==> src/rtl/vga_timing_pkg.sv <==
// Raster timing helpers and pixel/control field types shared by the VGA scan-out path.
// Totals and sync windows are derived from the per-instance porch/pulse parameters.
package vga_timing_pkg;

  typedef struct packed {
    logic [2:0] red;
    logic [2:0] green;
    logic [1:0] blue;
  } rgb332_t;

  // Bundle carried through the renderer-latency delay line.
  typedef struct packed {
    logic active;
    logic hsync;
    logic vsync;
  } scan_ctl_t;

  localparam int unsigned SCAN_CTL_W = $bits(scan_ctl_t);

  function automatic int unsigned scan_total(input int unsigned vis, input int unsigned fp,
                                             input int unsigned sync_w, input int unsigned bp);
    return vis + fp + sync_w + bp;
  endfunction

  function automatic int unsigned sync_first(input int unsigned vis, input int unsigned fp);
    return vis + fp;
  endfunction

  function automatic int unsigned sync_last(input int unsigned vis, input int unsigned fp,
                                            input int unsigned sync_w);
    return vis + fp + sync_w - 1;
  endfunction

  function automatic rgb332_t rgb332_fields(input logic [7:0] color);
    return rgb332_t'(color);
  endfunction

endpackage

==> src/rtl/vga_scan_out_sync_delay.sv <==
// Fixed-depth shift register that realigns control bits with the renderer's pixel latency.
// Every stage loads the supplied reset pattern so no stale sync level survives a reset.
module sync_delay #(
  parameter int unsigned WIDTH = 3,
  parameter int unsigned DEPTH = 1
) (
  input  logic             vgaclk,
  input  logic             rst,
  input  logic [WIDTH-1:0] i_rst_val,
  input  logic [WIDTH-1:0] i_d,
  output logic [WIDTH-1:0] o_q
);

  logic [WIDTH-1:0] r_stage [DEPTH];

  // NOTE: every stage is reset (not just the head) so a mid-frame reset cannot leave a partial sync pulse in flight.
  always_ff @(posedge vgaclk or posedge rst) begin
    if (rst) begin
      for (int i = 0; i < DEPTH; i++) r_stage[i] <= i_rst_val;
    end else begin
      // NOTE: non-blocking assignments let every stage sample its neighbour's old value, giving a true shift.
      r_stage[0] <= i_d;
      for (int i = 1; i < DEPTH; i++) r_stage[i] <= r_stage[i-1];
    end
  end

  assign o_q = r_stage[DEPTH-1];

endmodule

==> src/rtl/vga_scan_out.sv <==
// Free-running VGA raster: scan coordinates to the renderer, latency-matched RGB332 and sync pins.
// Coordinate outputs are registered from next-count values so they track the counters with no lag.
module vga_scan_out
  import vga_timing_pkg::*;
#(
  parameter int unsigned H_ACTIVE = 640,
  parameter int unsigned H_FP     = 16,
  parameter int unsigned H_SYNC   = 96,
  parameter int unsigned H_BP     = 48,
  parameter int unsigned V_ACTIVE = 480,
  parameter int unsigned V_FP     = 10,
  parameter int unsigned V_SYNC   = 2,
  parameter int unsigned V_BP     = 33,
  parameter logic        SYNC_POL = 1'b0,
  parameter int unsigned LAT      = 1
) (
  input  logic       vgaclk,
  input  logic       rst,
  output logic [8:0] row,
  output logic [9:0] column,
  output logic       active,
  output logic       line_start,
  output logic       frame_start,
  input  logic [7:0] color,
  output logic [2:0] vgaRed,
  output logic [2:0] vgaGreen,
  output logic [1:0] vgaBlue,
  output logic       vgaHsync,
  output logic       vgaVsync
);

  localparam int unsigned H_TOTAL  = scan_total(H_ACTIVE, H_FP, H_SYNC, H_BP);
  localparam int unsigned V_TOTAL  = scan_total(V_ACTIVE, V_FP, V_SYNC, V_BP);
  localparam int unsigned HS_FIRST = sync_first(H_ACTIVE, H_FP);
  localparam int unsigned HS_LAST  = sync_last(H_ACTIVE, H_FP, H_SYNC);
  localparam int unsigned VS_FIRST = sync_first(V_ACTIVE, V_FP);
  localparam int unsigned VS_LAST  = sync_last(V_ACTIVE, V_FP, V_SYNC);

  logic [9:0] r_hcount;
  logic [9:0] r_vcount;
  logic [8:0] r_row;
  logic       r_active;
  logic       r_line_start;
  logic       r_frame_start;
  logic [7:0] r_rgb;
  logic       r_hsync;
  logic       r_vsync;

  logic [9:0] w_hcount_nxt;
  logic [9:0] w_vcount_nxt;
  logic [8:0] w_row_nxt;
  logic       w_active_nxt;
  logic       w_line_start_nxt;
  logic       w_frame_start_nxt;
  logic       w_raw_hsync;
  logic       w_raw_vsync;
  scan_ctl_t  w_ctl_in;
  scan_ctl_t  w_ctl_rst;
  scan_ctl_t  w_ctl_dly;
  rgb332_t    w_pix;

  // Explicit wrap compares: the totals are not powers of two.
  always_comb begin
    // NOTE: defaults first so every path assigns every signal and no latch is inferred.
    w_hcount_nxt = r_hcount + 10'd1;
    w_vcount_nxt = r_vcount;
    if (r_hcount == 10'(H_TOTAL - 1)) begin
      w_hcount_nxt = '0;
      if (r_vcount == 10'(V_TOTAL - 1)) w_vcount_nxt = '0;
      else                              w_vcount_nxt = r_vcount + 10'd1;
    end
  end

  always_comb begin
    w_active_nxt      = (w_hcount_nxt < 10'(H_ACTIVE)) && (w_vcount_nxt < 10'(V_ACTIVE));
    w_row_nxt         = '0;
    if (w_vcount_nxt < 10'(V_ACTIVE)) w_row_nxt = w_vcount_nxt[8:0];
    w_line_start_nxt  = (w_hcount_nxt == '0);
    w_frame_start_nxt = (w_hcount_nxt == '0) && (w_vcount_nxt == '0);
  end

  always_ff @(posedge vgaclk or posedge rst) begin
    if (rst) begin
      r_hcount      <= '0;
      r_vcount      <= '0;
      r_row         <= '0;
      r_active      <= 1'b0;
      r_line_start  <= 1'b0;
      r_frame_start <= 1'b0;
    end else begin
      r_hcount      <= w_hcount_nxt;
      r_vcount      <= w_vcount_nxt;
      r_row         <= w_row_nxt;
      r_active      <= w_active_nxt;
      r_line_start  <= w_line_start_nxt;
      r_frame_start <= w_frame_start_nxt;
    end
  end

  // Raw syncs are decoded from the counters currently on show, already at pin polarity.
  always_comb begin
    w_raw_hsync = ~SYNC_POL;
    w_raw_vsync = ~SYNC_POL;
    if ((r_hcount >= 10'(HS_FIRST)) && (r_hcount <= 10'(HS_LAST))) w_raw_hsync = SYNC_POL;
    if ((r_vcount >= 10'(VS_FIRST)) && (r_vcount <= 10'(VS_LAST))) w_raw_vsync = SYNC_POL;
  end

  assign w_ctl_in  = '{active: r_active, hsync: w_raw_hsync, vsync: w_raw_vsync};
  assign w_ctl_rst = '{active: 1'b0, hsync: ~SYNC_POL, vsync: ~SYNC_POL};

  sync_delay #(
    .WIDTH (SCAN_CTL_W),
    .DEPTH (LAT)
  ) u_sync_delay (
    .vgaclk    (vgaclk),
    .rst       (rst),
    .i_rst_val (w_ctl_rst),
    .i_d       (w_ctl_in),
    .o_q       (w_ctl_dly)
  );

  // Pixel and sync pins share one register stage so they reach the connector together.
  always_ff @(posedge vgaclk or posedge rst) begin
    if (rst) begin
      r_rgb   <= '0;
      r_hsync <= ~SYNC_POL;
      r_vsync <= ~SYNC_POL;
    end else begin
      r_rgb   <= w_ctl_dly.active ? color : 8'h00;
      r_hsync <= w_ctl_dly.hsync;
      r_vsync <= w_ctl_dly.vsync;
    end
  end

  assign w_pix       = rgb332_fields(r_rgb);
  assign row         = r_row;
  assign column      = r_hcount;
  assign active      = r_active;
  assign line_start  = r_line_start;
  assign frame_start = r_frame_start;
  assign vgaRed      = w_pix.red;
  assign vgaGreen    = w_pix.green;
  assign vgaBlue     = w_pix.blue;
  assign vgaHsync    = r_hsync;
  assign vgaVsync    = r_vsync;

endmodule

==> config.mk <==
export PLATFORM = sky130hd
export DESIGN_NAME = vga_scan_out
export DESIGN_NICKNAME = d
export VERILOG_FILES = /design/src/rtl/vga_timing_pkg.sv /design/src/rtl/vga_scan_out_sync_delay.sv /design/src/rtl/vga_scan_out.sv
export SDC_FILE = /design/constraint.sdc
export NUM_CORES = 1
export LEC_CHECK = 0
export ABC_CLOCK_PERIOD_IN_PS = 2350
export BUFFER_PORTS_ARGS = -buffer_cell sky130_fd_sc_hd__buf_4
export CAP_MARGIN = 40
export CORE_MARGIN = 2
export CORE_UTILIZATION = 45
export DETAILED_ROUTE_END_ITERATION = 6
export PLACE_DENSITY = 0.77
export SLEW_MARGIN = 20
export SYNTH_ARGS = -nofsm -noshare
export SYNTH_HDL_FRONTEND = slang
export SYNTH_SLANG_ARGS = --single-unit
export TNS_END_PERCENT = 100
==> constraint.sdc <==
create_clock -name vgaclk -period 2.35 [get_ports vgaclk]
set_input_delay 0.3525 -clock vgaclk [delete_from_list [all_inputs] [get_ports vgaclk]]
set_output_delay 0.3525 -clock vgaclk [all_outputs]
set_load 0.03 [all_outputs]
==> qor.yml <==
die_area_um2: 5120
drt_iter0_markers: 98
diodes: 0
cpMaxStageDelayCell: "or3_4"
grt_antenna_before_repair: 0
nFillCells: 366
synth_most_common_cell: "dfrtp_1"
hpwl_um: 3210
vias: 1598
path_cells: "ha_2, nand3_2, or3_4, nor4_4, xnor2_2, o31ai_4, buf_4, nor2_1"
p_clk_frac: 0.376
fin_crit_sh: 0.942
drc: 0
slew_headroom: 0.625
power_density_nw_per_um2: 495
insertion_delay_ns: 0.30
place.gp.congestion: 0.958
synth-seq-cells: 45
core_um2: 4380
htreeDepth: 2
post-cts-setup-buffers: 0
drv_cap: 0
crit_arrival_ns: 2.39
skew_ns: 0.00414
synthArstFlopShare: 1.00
cellLeakagePower_nw: 1.29
io_buffer_count: 41
worst_setup_path_end_kind: "flip-flop"
grt_first_pass_wirelength_um: 7300
root_buffer: "clkbuf_8"
grtUsageTotal: 0.185
holdBufCountCts: 0
cts_buffers: 5
grt_max_degree: 34
ant_nets: 0
wl_um: 4250
slew_viol_final: 0
cts.sinks: 45
finalPower_w: 0.00135
tns_ns: 0
syn_inst: 192
cp.required_ns: 2.53
drive_gt1_frac: 0.361
pwr-share-seq: 0.582
worst_pin_slew_ns: 0.555
setup_violations: 0
grt_setup_unrepaired: "no"
critPathBufInv: 1
synth.distinct_cells: 40
io_pins: 42
synth.cell_area_um2: 2050
drt-pass1-iter-count: 4
max_stage_delay_ns: 0.45
path_class: "flip-flop to flip-flop"
peakVddDrop_v: 0.000250
cell_internal_pwr_w: 0.00107
hold_ws_ns: 0.00159
cts.clk_slew.worst_paths_ns: 0.08
utilization: 0.620
syn_area_per_cell_um2: 10.7
rows: 24
post_cts_resized: 0
net-switching-power_w: 0.000277
yosysSeqAreaShare: 0.551
status: "completed"
grt_pass1_vias: 1568
synth_top_flop_cell: "dfrtp_1"
p_sw_frac: 0.206
cts_buffer_depth: 2
synth_top_area_share: 0.499
drt-vias-per-instance: 5.21
initial_core_util: 0.469
hp-class: "input port to asynchronous set/reset pin"
finalNetCount: 269
syn-num-nets: 207
ys_top_cells_by_area: "dfrtp_1 (50%), dfstp_2 (5.1%), nor2_1 (3.3%), ha_1 (3.0%), xor2_1 (3.0%)"
fmax_mhz: 452
critPathLaunchType: "flip-flop"
synth_edf_count: 0
wire_per_inst_um: 13.8
path_max_fanout: 8
period_needed_ns: 2.21
synth_common_cells: "dfrtp_1 (41), nor2_1 (18), nand2_1 (12)"
cts_tree: "built"
seq_area_um2: 1130
area_growth_pct: 32.3
multiInputGateArea_um2: 910
yosys_warnings: 0
die_y_um: 71.6
p_comb_frac: 0.042
final_hold_viol_count: 0
synth_top_cell_by_area: "dfrtp_1"
die_width_um: 71.6
grt_overflow_total: 0
cp_top_family: "simple AND/OR/NAND/NOR gates"
==> worst register-to-register path, stage by stage (launching register included) <==
cell,delay (ns)
dfrtp_2,0.37
ha_2,0.22
nand3_2,0.09
or3_4,0.45
nor4_4,0.32
xnor2_2,0.15
o31ai_4,0.27
buf_4,0.19
nor2_1,0.05
==> power by group through the flow <==
stage	logic, W	clock network (W)	registers, W
2_1_floorplan	0.0000159	0	0.000813
3_3_place_gp	0.0000582	0	0.000798
3_5_place_dp	0.0000589	0	0.000798
4_1_cts	0.0000589	0.000523	0.000783
5_1_grt	0.0000633	0.000569	0.000783
6_report	0.0000571	0.000506	0.000783
==> placed cells by master, fill, tap and decap left out, drive strengths merged, types with 2 or more instances in the layout <==
| cell | Yosys | final |
|---|---|---|
| buf | 5 | 63 |
| dfrtp | 41 | 41 |
| nor2 | 18 | 18 |
| nand2 | 12 | 12 |
| and2 | 9 | 9 |
| o21ai | 9 | 9 |
| nor2b | 9 | 9 |
| inv | 9 | 8 |
| nand3 | 8 | 8 |
| xor2 | 7 | 7 |
| clkbuf | 3 | 7 |
| nor3 | 7 | 7 |
| xnor2 | 6 | 6 |
| nand2b | 5 | 5 |
| nand4 | 5 | 5 |
| ha | 5 | 5 |
| dfstp | 4 | 4 |
| and4 | 4 | 4 |
| nor4b | 3 | 3 |
| a21oi | 3 | 3 |
| o31ai | 3 | 3 |
| nor3b | 2 | 2 |
| or3 | 2 | 2 |
| nor4 | 2 | 2 |
| clkinv | 0 | 2 |
==> through the flow <==
stage / cells / area [um^2] / setup WS [ns]
3_5_place_dp: 299 / 2580 / 0.142
4_1_cts: 307 / 2690 / 0.119
3_3_place_gp: 299 / 2580 / 0.174
2_1_floorplan: 192 / 2080 / 0.00676
6_report: 307 / 2720 / 0.136
5_1_grt: 307 / 2720 / 0.0211
==> cells by family after synthesis <==
logic type	share of synthesized area
xor+xnor	0.0554
flops	0.551
buf+inv	0.0341
compound gates	0.0828
simple gates	0.247
fa+ha+maj	0.0305
==> metal layers <==
metal | GRT usage | share of wire
met1 | 0.234 | 0.42
met3 | 0.0478 | 0.058
met5 | 0 | 0
met2 | 0.300 | 0.50
met4 | 0.0860 | 0.030
==> path summary, 6_finish.rpt <==
kind	slack, ns	cells past startpoint	from	endpoint
min in group vgaclk	0.27	2	color[3]	r_rgb[3]$_DFF_PP0_
worst min-delay path	0.002	2	rst	column[7]$_DFF_PP0_
worst max-delay path	0.14	8	column[0]$_DFF_PP0_	row[6]$_DFF_PP0_
worst min register to register	0.36	0	u_sync_delay.o_q[0]$_DFF_PP1_	vgaVsync$_DFF_PP1_
worst max register to register	0.14	8	column[0]$_DFF_PP0_	row[6]$_DFF_PP0_
max in group asynchronous	1.61	3	rst	vgaVsync$_DFF_PP1_
==> sequential cells by signal, summed over array words and instances (netlist names) <==
signal and flops:
line_start 1, row 9, column 10, r_rgb 8
r_vcount 10, vgaVsync 1, frame_start 1, active 1
vgaHsync 1, u_sync_delay.o_q 3
==> cell type report <==
type,instances,area share
Inverter,9,0.0124
Multi-Input combinational cell,130,0.335
Tap cell,52,0.0239
Clock buffer,7,0.0355
Clock inverter,1,0.00184
Sequential cell,45,0.418
Timing Repair Buffer,63,0.174
No activity file was read; power rests on OpenSTA's default activity.
